**config.mk**
```make
export PLATFORM = sky130hd
export DESIGN_NAME = rib_rr_arbiter
export DESIGN_NICKNAME = d
export VERILOG_FILES = /design/src/rtl/rib_rr_arbiter.sv
export SDC_FILE = /design/constraint.sdc
export NUM_CORES = 1
export LEC_CHECK = 0
export BUFFER_PORTS_ARGS = -buffer_cell sky130_fd_sc_hd__buf_2
export CAP_MARGIN = 30
export CORE_MARGIN = 3
export CORE_UTILIZATION = 50
export DETAILED_ROUTE_END_ITERATION = 7
export PLACE_DENSITY_LB_ADDON = 0.05
export SYNTH_ARGS = -nofsm -noshare
export SYNTH_HDL_FRONTEND = slang
export SYNTH_SLANG_ARGS = --single-unit
```
**constraint.sdc**
```tcl
create_clock -name clk -period 5.7 [get_ports clk]
set_input_delay 0.57 -clock clk [delete_from_list [all_inputs] [get_ports clk]]
set_output_delay 0.57 -clock clk [all_outputs]
set_load 0.05 [all_outputs]
```
**src/rtl/rib_rr_arbiter.sv**
```systemverilog
// Registered round-robin bus arbiter for the RIB masters with a per-owner burst limit.
// The owner keeps the bus until it releases its request, or until BURST_MAX cycles pass while another master waits.
module rib_rr_arbiter #(
    parameter int NUM_MASTERS    = 4,
    parameter int BURST_MAX      = 16,
    parameter int DEFAULT_MASTER = 1
) (
    input  logic                           clk,
    input  logic                           rst,
    input  logic [NUM_MASTERS-1:0]         req_i,
    output logic [NUM_MASTERS-1:0]         grant_o,
    output logic [$clog2(NUM_MASTERS)-1:0] grant_id_o,
    output logic                           grant_valid_o,
    output logic                           hold_flag_o,
    output logic                           timeout_o,
    output logic                           dbg_own,
    output logic [$clog2(BURST_MAX)-1:0]   dbg_burst_cnt
);

    localparam int ID_W = $clog2(NUM_MASTERS);
    localparam int CNT_W = $clog2(BURST_MAX);
    localparam logic [ID_W-1:0] DEF_ID = ID_W'(DEFAULT_MASTER);
    localparam logic [ID_W-1:0] LAST_RST = ID_W'(NUM_MASTERS - 1);
    localparam logic [CNT_W-1:0] CNT_MAX = CNT_W'(BURST_MAX - 1);

    typedef enum logic {
        IDLE = 1'b0,
        OWN  = 1'b1
    } state_t;

    state_t state, state_n;
    logic [ID_W-1:0] owner, owner_n, last_owner, last_n, pick_id, idx;
    logic [CNT_W-1:0] burst_cnt, cnt_n;
    logic pick_found, other_pending, timeout_n;
    logic [NUM_MASTERS-1:0] owner_mask, grant_n;
    logic [ID_W-1:0] grant_id_n;
    logic valid_n, hold_n;

    assign owner_mask    = NUM_MASTERS'(1) << owner;
    assign other_pending = |(req_i & ~owner_mask);
    assign dbg_own       = (state == OWN);
    assign dbg_burst_cnt = burst_cnt;

    // Scan from last_owner+1 upward; the current owner is never re-picked while it owns.
    always_comb begin
        pick_found = 1'b0;
        pick_id    = last_owner;
        idx        = '0;
        for (int i = 1; i <= NUM_MASTERS; i++) begin
            idx = ID_W'((int'(last_owner) + i) % NUM_MASTERS);
            if (!pick_found && req_i[idx] && !(state == OWN && idx == owner)) begin
                pick_found = 1'b1;
                pick_id    = idx;
            end
        end
    end

    always_comb begin
        state_n   = state;
        owner_n   = owner;
        last_n    = last_owner;
        cnt_n     = burst_cnt;
        timeout_n = 1'b0;
        case (state)
            IDLE: begin
                if (|req_i) begin
                    state_n = OWN;
                    owner_n = pick_id;
                    last_n  = pick_id;
                    cnt_n   = '0;
                end
            end
            OWN: begin
                if (!req_i[owner]) begin
                    cnt_n = '0;
                    if (other_pending) begin
                        owner_n = pick_id;
                        last_n  = pick_id;
                    end else begin
                        state_n = IDLE;
                    end
                end else if (burst_cnt == CNT_MAX && other_pending) begin
                    owner_n   = pick_id;
                    last_n    = pick_id;
                    cnt_n     = '0;
                    timeout_n = 1'b1;
                end else if (burst_cnt != CNT_MAX) begin
                    cnt_n = burst_cnt + 1'b1;
                end
            end
            default: state_n = IDLE;
        endcase
    end

    // Output values are derived from the next state so every output leaves a flop.
    always_comb begin
        valid_n    = (state_n == OWN);
        grant_n    = valid_n ? (NUM_MASTERS'(1) << owner_n) : '0;
        grant_id_n = valid_n ? owner_n : DEF_ID;
        hold_n     = valid_n && (owner_n != DEF_ID);
    end

    always_ff @(posedge clk) begin
        if (rst) begin
            state         <= IDLE;
            owner         <= DEF_ID;
            last_owner    <= LAST_RST;
            burst_cnt     <= '0;
            grant_o       <= '0;
            grant_id_o    <= DEF_ID;
            grant_valid_o <= 1'b0;
            hold_flag_o   <= 1'b0;
            timeout_o     <= 1'b0;
        end else begin
            state         <= state_n;
            owner         <= owner_n;
            last_owner    <= last_n;
            burst_cnt     <= cnt_n;
            grant_o       <= grant_n;
            grant_id_o    <= grant_id_n;
            grant_valid_o <= valid_n;
            hold_flag_o   <= hold_n;
            timeout_o     <= timeout_n;
        end
    end

endmodule

```
==> results.py, run 1 <==
metrics = {
    "cells_and_area": {
        "diodes": 0,
        "nFillCells": 175,
        "fin_util_pct": 61.8,
        "postLayoutCellArea_um2": 1120,
        "drive_gt1_share_pct": 19.0,
        "area_growth_pct": 10.6,
        "num-nets-final": 150,
        "seqCellArea_um2": 340,
        "multi_input_area_um2": 609,
    },
    "logic_synthesis": {
        "synth_compound_area_share_pct": 20.9,
        "yosys.area_share.simple_pct": 31.5,
        "synth_most_common_cell": "dfxtp_1",
        "synth_top_family_by_area": "simple AND/OR/NAND/NOR gates",
        "synth_warnings": 0,
        "ys_seq_elements": 17,
        "syn-mean-instance-area_um2": 8.01,
        "async_flop_share_pct": 0,
        "synth.top_cells.by_count": "dfxtp_1, nor2_1, nand2_1",
        "synth_top_area_share_pct": 33.5,
        "syn_nets": 134,
        "postSynthCellCount": 127,
        "synth_cell_types": 42,
        "synthMuxAreaShare_pct": 4.55,
        "ys_top_cells_by_area": "dfxtp_1, nor2_1, nand2_1",
        "synthXorXnorAreaFrac_pct": 1.72,
        "netlist_area_um2": 1020,
        "ys.flop_type": "dfxtp_1",
        "yosys.area.top_type": "dfxtp_1",
        "synth-adder-area-share_pct": 1.23,
        "synth_edf_count": 0,
        "yosysSeqAreaShare_pct": 33.5,
    },
    "global_routing": {
        "antenna_found_initial": 0,
        "grt_pass1_wl_um": 3800,
        "grt_util_all_layers_pct": 19.2,
        "globalRouteOverflowTotal": 0,
        "grt_start_max_net_pins": 14,
        "grt_pass1_vias": 877,
    },
    "floorplan": {
        "die_w_um": 51.1,
        "die-area_um2": 2610,
        "core.rowCount": 15,
        "core_um2": 1820,
        "die_h_um": 51.1,
        "pin_count": 20,
        "start_util_pct": 55.9,
    },
    "timing": {
        "rsz0062_at_grt": "false",
        "timing.fmax_mhz": 412,
        "fin_setup_tns_ns": 0,
        "tightest_slew_ns": 0.474,
        "post-route-period-util_pct": 42.6,
        "finalHoldViolations": 0,
        "min_period_ns": 2.43,
        "slew_violations": 0,
        "setup_ws_ns": 3.27,
        "maxSlewHeadroom_pct": 68.1,
        "setup_viol_count_final": 0,
        "fin_skew_ns": 0.000652,
    },
    "route": {
        "detail_route.first_pass.iterations": 4,
        "drt-total-wl_um": 2160,
        "drc": 0,
        "final_antenna_net_count": 0,
        "drtIter0Drc": 13,
        "via_per_inst": 5.75,
        "vias": 960,
        "wl_per_cell_um": 12.9,
    },
    "clock_network": {
        "cts_made_buffers": 3,
        "post_cts_buffers": 0,
        "insertion_delay_ns": 0.28,
        "clkSinkCount": 17,
        "htree_levels": 1,
        "cts_repair_resize_count": 0,
        "cts_root_buf": "clkbuf_4",
        "clk_pin_slew_ns": 0.09,
        "clock_path_buffers": 2,
        "holdBufCountCts": 0,
        "cts_tree": "built",
    },
    "placement": {
        "dpl.hpwl_um": 1660,
        "gp_congestion": 0.828,
        "place_area_um2": 1100,
        "io_buffer_count": 19,
        "pre_cts_ws_ns": 3.17,
    },
    "run_status": {
        "outcome": "finished clean",
    },
    "run": {
        "maxCapViolations": 0,
    },
    "setup_path": {
        "end_kind": "flip-flop",
        "cp-start-kind": "flip-flop",
        "cp.arrival_ns": 2.66,
        "required_ns": 5.93,
        "rrSetupSlack_ns": 3.27,
        "critPathMaxFanout": 10,
        "crit_type": "flip-flop to flip-flop",
    },
    "pwr": {
        "ir_worst_vdd_mv": 0.381,
        "powerDensity_nw_per_um2": 493,
        "p_leak_uw": 0.000512,
    },
    "min_path": {
        "hold_path.class": "flip-flop to flip-flop",
    },
}
==> where the power goes <==
group / internal (uW) / switching (uW)
Clock: 27.2 / 33.7
Combinational: 108 / 189
Sequential: 153 / 43.1
Total: 289 / 266
==> metal layers <==
metal	vias to the layer above	wire [um]	global-route usage (%)
li1	488	-	-
met4	0	10	5.38
met3	2	135	4.37
met5	-	0	0
met1	446	966	25.5
met2	24	1050	30.9
==> kinds of logic (layout without fill, tap and decap cells) <==
group | Yosys count | count (layout)
and+or+nand+nor | 60 | 60
AOI/OAI and AO/OA | 30 | 30
DFF | 17 | 17
buffers and inverters | 14 | 29
muxes | 3 | 3
xor gates and xnor gates | 2 | 2
adders and majority gates | 1 | 1
==> state kept, by name, indices dropped and copies added (netlist names) <==
| signal | flops |
|---|---|
| dbg_own | 1 |
| hold_flag_o | 1 |
| last_owner | 2 |
| grant_id_o | 2 |
| dbg_burst_cnt | 4 |
| grant_o | 4 |
| owner | 2 |
| timeout_o | 1 |
==> per-stage QoR <==
stage	std cells	hold slack, ns	power [uW]
floorplan	127	0.601	444
global placement	163	0.521	488
detailed placement	163	0.526	495
CTS	167	0.548	559
global route	167	0.582	597
finish	167	0.538	555
==> layout by cell type (no fill, tap or decap), types with 2 or more instances in the layout <==
master    count
nand3_1       4
nand2b_1      5
and3_1        2
nor3b_1       4
dfxtp_1      17
o21a_1        2
o22ai_1       4
a22oi_1       3
nand2_1       9
and3b_1       2
a21oi_1       6
o21ai_0       4
a211oi_1      2
buf_2        19
nor2b_1       5
nor3_1        5
nand4_1       2
clkbuf_4      3
nor4_1        2
nor2_1       16
inv_1         6
==> final timing paths <==
| check | from | endpoint | cells after the start |
|---|---|---|---|
| max | owner[1] | hold_flag_o | 6 |
| min | dbg_burst_cnt[3] | dbg_burst_cnt[3] | 2 |
| max reg2reg | owner[1] | hold_flag_o | 6 |
| min reg2reg | dbg_burst_cnt[3] | dbg_burst_cnt[3] | 2 |
==> worst max-delay path, stage by stage (launching register included) <==
cell and delay [ns]:
dfxtp_1 0.55, mux4_2 0.58, and3_4 0.19, a211o_4 0.35, mux2i_2 0.17, or2b_2 0.35
a21bo_1 0.18
==> cell type report <==
class	instances	share of cell area (%)
inverter	6	2.00
sequential	17	30.3
tap	25	2.78
multi-input combinational	96	54.2
clock buffer	4	2.34
timing repair buffer	19	8.45
Power figures use the tool's default switching activity.
==> run 2, diff against run 1 <==
- clock period: 5.7 -> 2.5 ns (I/O delays scaled with it)
==> results.py, run 2 (synthesis results as in run 1) <==
metrics = {
    "floorplan": {
        "start_util_pct": 55.9,
        "die_h_um": 51.1,
        "pin_count": 20,
        "core_um2": 1820,
        "die-area_um2": 2610,
        "die_w_um": 51.1,
        "core.rowCount": 15,
    },
    "min_path": {
        "worstHoldStart": "rst",
        "worst_hold_path.num_cells": 2,
        "holdPathEnd": "dbg_burst_cnt[2]",
        "hold_path.class": "input pin to flip-flop",
    },
    "global_routing": {
        "grt_pass1_vias": 854,
        "grt_util_all_layers_pct": 19.1,
        "grt_pass1_wl_um": 3770,
        "grt_start_max_net_pins": 14,
        "globalRouteOverflowTotal": 0,
        "antenna_found_initial": 0,
    },
    "route": {
        "drc": 0,
        "via_per_inst": 5.66,
        "final_antenna_net_count": 0,
        "drt-total-wl_um": 2120,
        "drtIter0Drc": 30,
        "wl_per_cell_um": 12.5,
        "vias": 963,
        "detail_route.first_pass.iterations": 6,
    },
    "run": {
        "maxCapViolations": 0,
    },
    "setup_path": {
        "critPathMaxFanout": 9,
        "cp_cell_sequence": "buf_4 > and3b_1 > a211oi_1 > nor3_1 > and3_1 > o22ai_1 > o21ai_1 > nor2b_1",
        "cp_num_buf_inv": 1,
        "cp.arrival_ns": 2.38,
        "cp_slowest_cell": "o21ai_1",
        "crit_type": "flip-flop to flip-flop",
        "cp-start-kind": "flip-flop",
        "rrSetupSlack_ns": 0.34,
        "r2r-end": "grant_o[2]",
        "end_kind": "flip-flop",
        "r2r_cells": 8,
        "r2r_start": "owner[1]",
        "path_delay_family": "simple AND/OR/NAND/NOR gates",
        "required_ns": 2.73,
        "max_stage_delay_ns": 0.37,
    },
    "timing": {
        "rsz0062_at_grt": "false",
        "slew_violations": 0,
        "post-route-period-util_pct": 86.2,
        "timing.fmax_mhz": 464,
        "setup_viol_count_final": 0,
        "tightest_slew_ns": 0.425,
        "finalHoldViolations": 0,
        "min_period_ns": 2.16,
        "maxSlewHeadroom_pct": 71.4,
        "fin_setup_tns_ns": 0,
        "fin_skew_ns": 0.000772,
    },
    "clock_network": {
        "cts_tree": "built",
        "holdBufCountCts": 0,
        "clkSinkCount": 17,
        "cts_made_buffers": 3,
        "insertion_delay_ns": 0.29,
        "htree_levels": 1,
        "post_cts_buffers": 0,
        "clock_path_buffers": 2,
        "cts_root_buf": "clkbuf_4",
        "clk_pin_slew_ns": 0.09,
    },
    "cells_and_area": {
        "area_growth_pct": 13.0,
        "fin_util_pct": 63.2,
        "num-nets-final": 153,
        "final_common_cell": "buf_2",
        "final_cell_mix": "buf_2, nor2_1, dfxtp_1",
        "multi_input_area_um2": 609,
        "diodes": 0,
        "drive_gt1_share_pct": 22.1,
        "nFillCells": 167,
        "seqCellArea_um2": 342,
    },
    "pwr": {
        "ir_worst_vdd_mv": 0.831,
        "p_leak_uw": 0.000530,
        "powerDensity_nw_per_um2": 1120,
    },
    "placement": {
        "io_buffer_count": 19,
        "gp_congestion": 0.840,
        "dpl.hpwl_um": 1630,
    },
    "run_status": {
        "outcome": "finished clean",
    },
}
## run 2: layout make-up
class	count	share of cell area [%]
clock buffers	3	1.96
clock inverters	1	0.435
inverters	6	1.96
multi-input cells	96	53.0
flip-flops and latches	17	29.7
well taps	25	2.72
repair buffers	22	10.2
## run 2: what timing repair did
item | in CTS | in global routing
endpoints found under the setup margin | 0 | 1
resized for setup | 0 | 1
endpoints found under the hold margin | 0 | 0
## run 2: worst reg2reg max path: stages (launching register included)
cell and delay (ns):
dfxtp_1 0.34, buf_4 0.17, and3b_1 0.29, a211oi_1 0.07, nor3_1 0.33, and3_1 0.25
o22ai_1 0.08, o21ai_1 0.37, nor2b_1 0.19
## run 2: worst max-delay path by stage
| stage | endpoint | cells after the start | startpoint |
|---|---|---|---|
| 2_1_floorplan | grant_o[0] | 8 | dbg_own |
| 3_3_place_gp | grant_o[2] | 7 | dbg_own |
| 3_5_place_dp | grant_o[0] | 7 | dbg_own |
| 4_1_cts | grant_o[0] | 7 | dbg_own |
| 5_1_grt | grant_o[2] | 7 | owner[0] |
| 6_report | grant_o[2] | 8 | owner[1] |
## run 2: power breakdown
group	internal (uW)	leakage, uW	total [uW]	switching, uW
Clock	59.5	0.0000177	142	82.0
Sequential	350	0.000140	435	85.0
Combinational	267	0.000372	715	448
Total	676	0.000530	1290	615
## run 2: metrics by stage
stage          hold WS, ns  instances  total power, uW  cell area (um2)  setup WS [ns]
2_1_floorplan        0.523        127             1010             1020          0.169
3_3_place_gp         0.514        166             1140             1120          0.327
3_5_place_dp         0.536        166             1150             1120          0.314
4_1_cts              0.225        170             1290             1150          0.293
5_1_grt              0.233        170             1390             1150          0.131
6_report             0.228        170             1290             1150          0.345
## run 2: metal layers
metal  track usage, %  share of wire (%)
met1             24.9                 46
met2             28.3                 46
met3             5.54                6.3
met4             9.87                1.6
met5                0                  0
==> run 3, diff against run 2 <==
- SLEW_MARGIN: not set -> 0
- clock period: 2.5 -> 2.6 ns (I/O delays scaled with it)
==> results.py, run 3 (synthesis results as in run 1) <==
metrics = {
    "run_status": {
        "outcome": "finished clean",
    },
    "clock_network": {
        "htree_levels": 1,
        "post_cts_buffers": 0,
        "cts_made_buffers": 3,
        "cts_repair_resize_count": 0,
        "holdBufCountCts": 0,
        "cts_root_buf": "clkbuf_4",
        "cts_tree": "built",
        "clock_path_buffers": 2,
        "clkSinkCount": 17,
        "clk_pin_slew_ns": 0.10,
        "insertion_delay_ns": 0.29,
    },
    "floorplan": {
        "core.rowCount": 15,
        "start_util_pct": 55.9,
        "core_um2": 1820,
        "die_w_um": 51.1,
        "pin_count": 20,
        "die_h_um": 51.1,
        "die-area_um2": 2610,
    },
    "timing": {
        "setup_viol_count_final": 0,
        "min_period_ns": 2.37,
        "maxSlewHeadroom_pct": 67.9,
        "rsz0062_at_grt": "false",
        "fin_skew_ns": 0.000864,
        "slew_violations": 0,
        "tightest_slew_ns": 0.478,
        "post-route-period-util_pct": 91.2,
        "fin_setup_tns_ns": 0,
        "timing.fmax_mhz": 422,
        "finalHoldViolations": 0,
    },
    "setup_path": {
        "max_stage_delay_ns": 0.58,
        "cp_slowest_cell": "mux4_2",
        "cp_cell_sequence": "mux4_2 > and3_4 > a211o_4 > mux2i_2 > or2b_2 > a21bo_1",
        "crit_type": "flip-flop to flip-flop",
        "cp-start-kind": "flip-flop",
        "critPathMaxFanout": 10,
        "required_ns": 2.84,
        "cp.arrival_ns": 2.61,
        "end_kind": "flip-flop",
    },
    "pwr": {
        "ir_worst_vdd_mv": 0.681,
        "powerDensity_nw_per_um2": 1080,
        "power_uw": 1230,
        "p_leak_uw": 0.000520,
    },
    "global_routing": {
        "grt_util_all_layers_pct": 18.3,
        "globalRouteOverflowTotal": 0,
        "grt_pass1_wl_um": 3580,
        "grt_pass1_vias": 808,
        "grt_start_max_net_pins": 14,
        "antenna_found_initial": 0,
    },
    "cells_and_area": {
        "final_common_cell": "buf_2",
        "num-nets-final": 152,
        "fin_util_pct": 62.8,
        "diodes": 0,
        "drive_gt1_share_pct": 20.8,
        "area_growth_pct": 12.4,
        "final_cell_mix": "buf_2, dfxtp_1, nor2_1",
        "postLayoutCellArea_um2": 1140,
        "nFillCells": 183,
    },
    "route": {
        "vias": 938,
        "drtIter0Drc": 34,
        "drt-total-wl_um": 2110,
        "final_antenna_net_count": 0,
        "drc": 0,
        "wl_per_cell_um": 12.5,
        "detail_route.first_pass.iterations": 4,
        "via_per_inst": 5.55,
    },
    "placement": {
        "dpl.hpwl_um": 1670,
        "gp_congestion": 0.822,
        "io_buffer_count": 19,
        "place_area_um2": 1110,
    },
    "min_path": {
        "hold_path.class": "input pin to flip-flop",
    },
    "run": {
        "maxCapViolations": 0,
    },
}
run 3: cell types whose count changed in the layout (fill, tap and decap cells not counted):
cell        previous run  this run
buf_4                  3         2
dfxtp_2                1         0
clkinv_2               1         0
clkinvlp_4             0         1
dfxtp_1               16        17
run 3: power by group:
part	switching (uW)	leakage, uW	internal (uW)	total, uW
registers	68.6	0.000140	336	405
clock network	85.3	0.0000139	58.5	144
logic	439	0.000366	247	686
run 3: path summary, 6_finish.rpt:
check | start | end | slack [ns] | cells after the start
setup reg to reg | owner[1] | hold_flag_o | 0.23 | 6
hold / removal | rst | dbg_burst_cnt[2] | 0.24 | 2
setup / recovery | owner[1] | hold_flag_o | 0.23 | 6
hold reg to reg | dbg_burst_cnt[3] | dbg_burst_cnt[3] | 0.55 | 2
run 3: layout make-up:
type	instances	area [um2]	share of cell area (%)
clock inverters	1	7.51	0.656
repair buffers	21	110	9.63
flip-flops and latches	17	340	29.8
inverters	6	22.5	1.97
multi-input cells	96	609	53.3
clock buffers	3	22.5	1.97
well taps	25	31.3	2.74
run 3: metrics by stage:
| stage | instances | hold WS (ns) | setup slack [ns] |
|---|---|---|---|
| global route | 169 | 0.247 | 0.0716 |
| finish | 169 | 0.235 | 0.229 |
| CTS | 169 | 0.241 | 0.214 |
| floorplan | 127 | 0.533 | 0.269 |
| global placement | 165 | 0.516 | 0.289 |
| detailed placement | 165 | 0.534 | 0.244 |
run 3: layer usage:
layer,track usage [%],routed length [um]
met1,24.2,1050
met2,30.0,944
met3,5.25,106
met4,2.69,10
met5,0,0
run 3: worst max-delay path, delay by kind of cell (launching register included):
family	cells	cell delay, ns
and+or+nand+nor	2	0.53
muxes	2	0.75
AOI/OAI and AO/OA	2	0.52
DFF	1	0.51
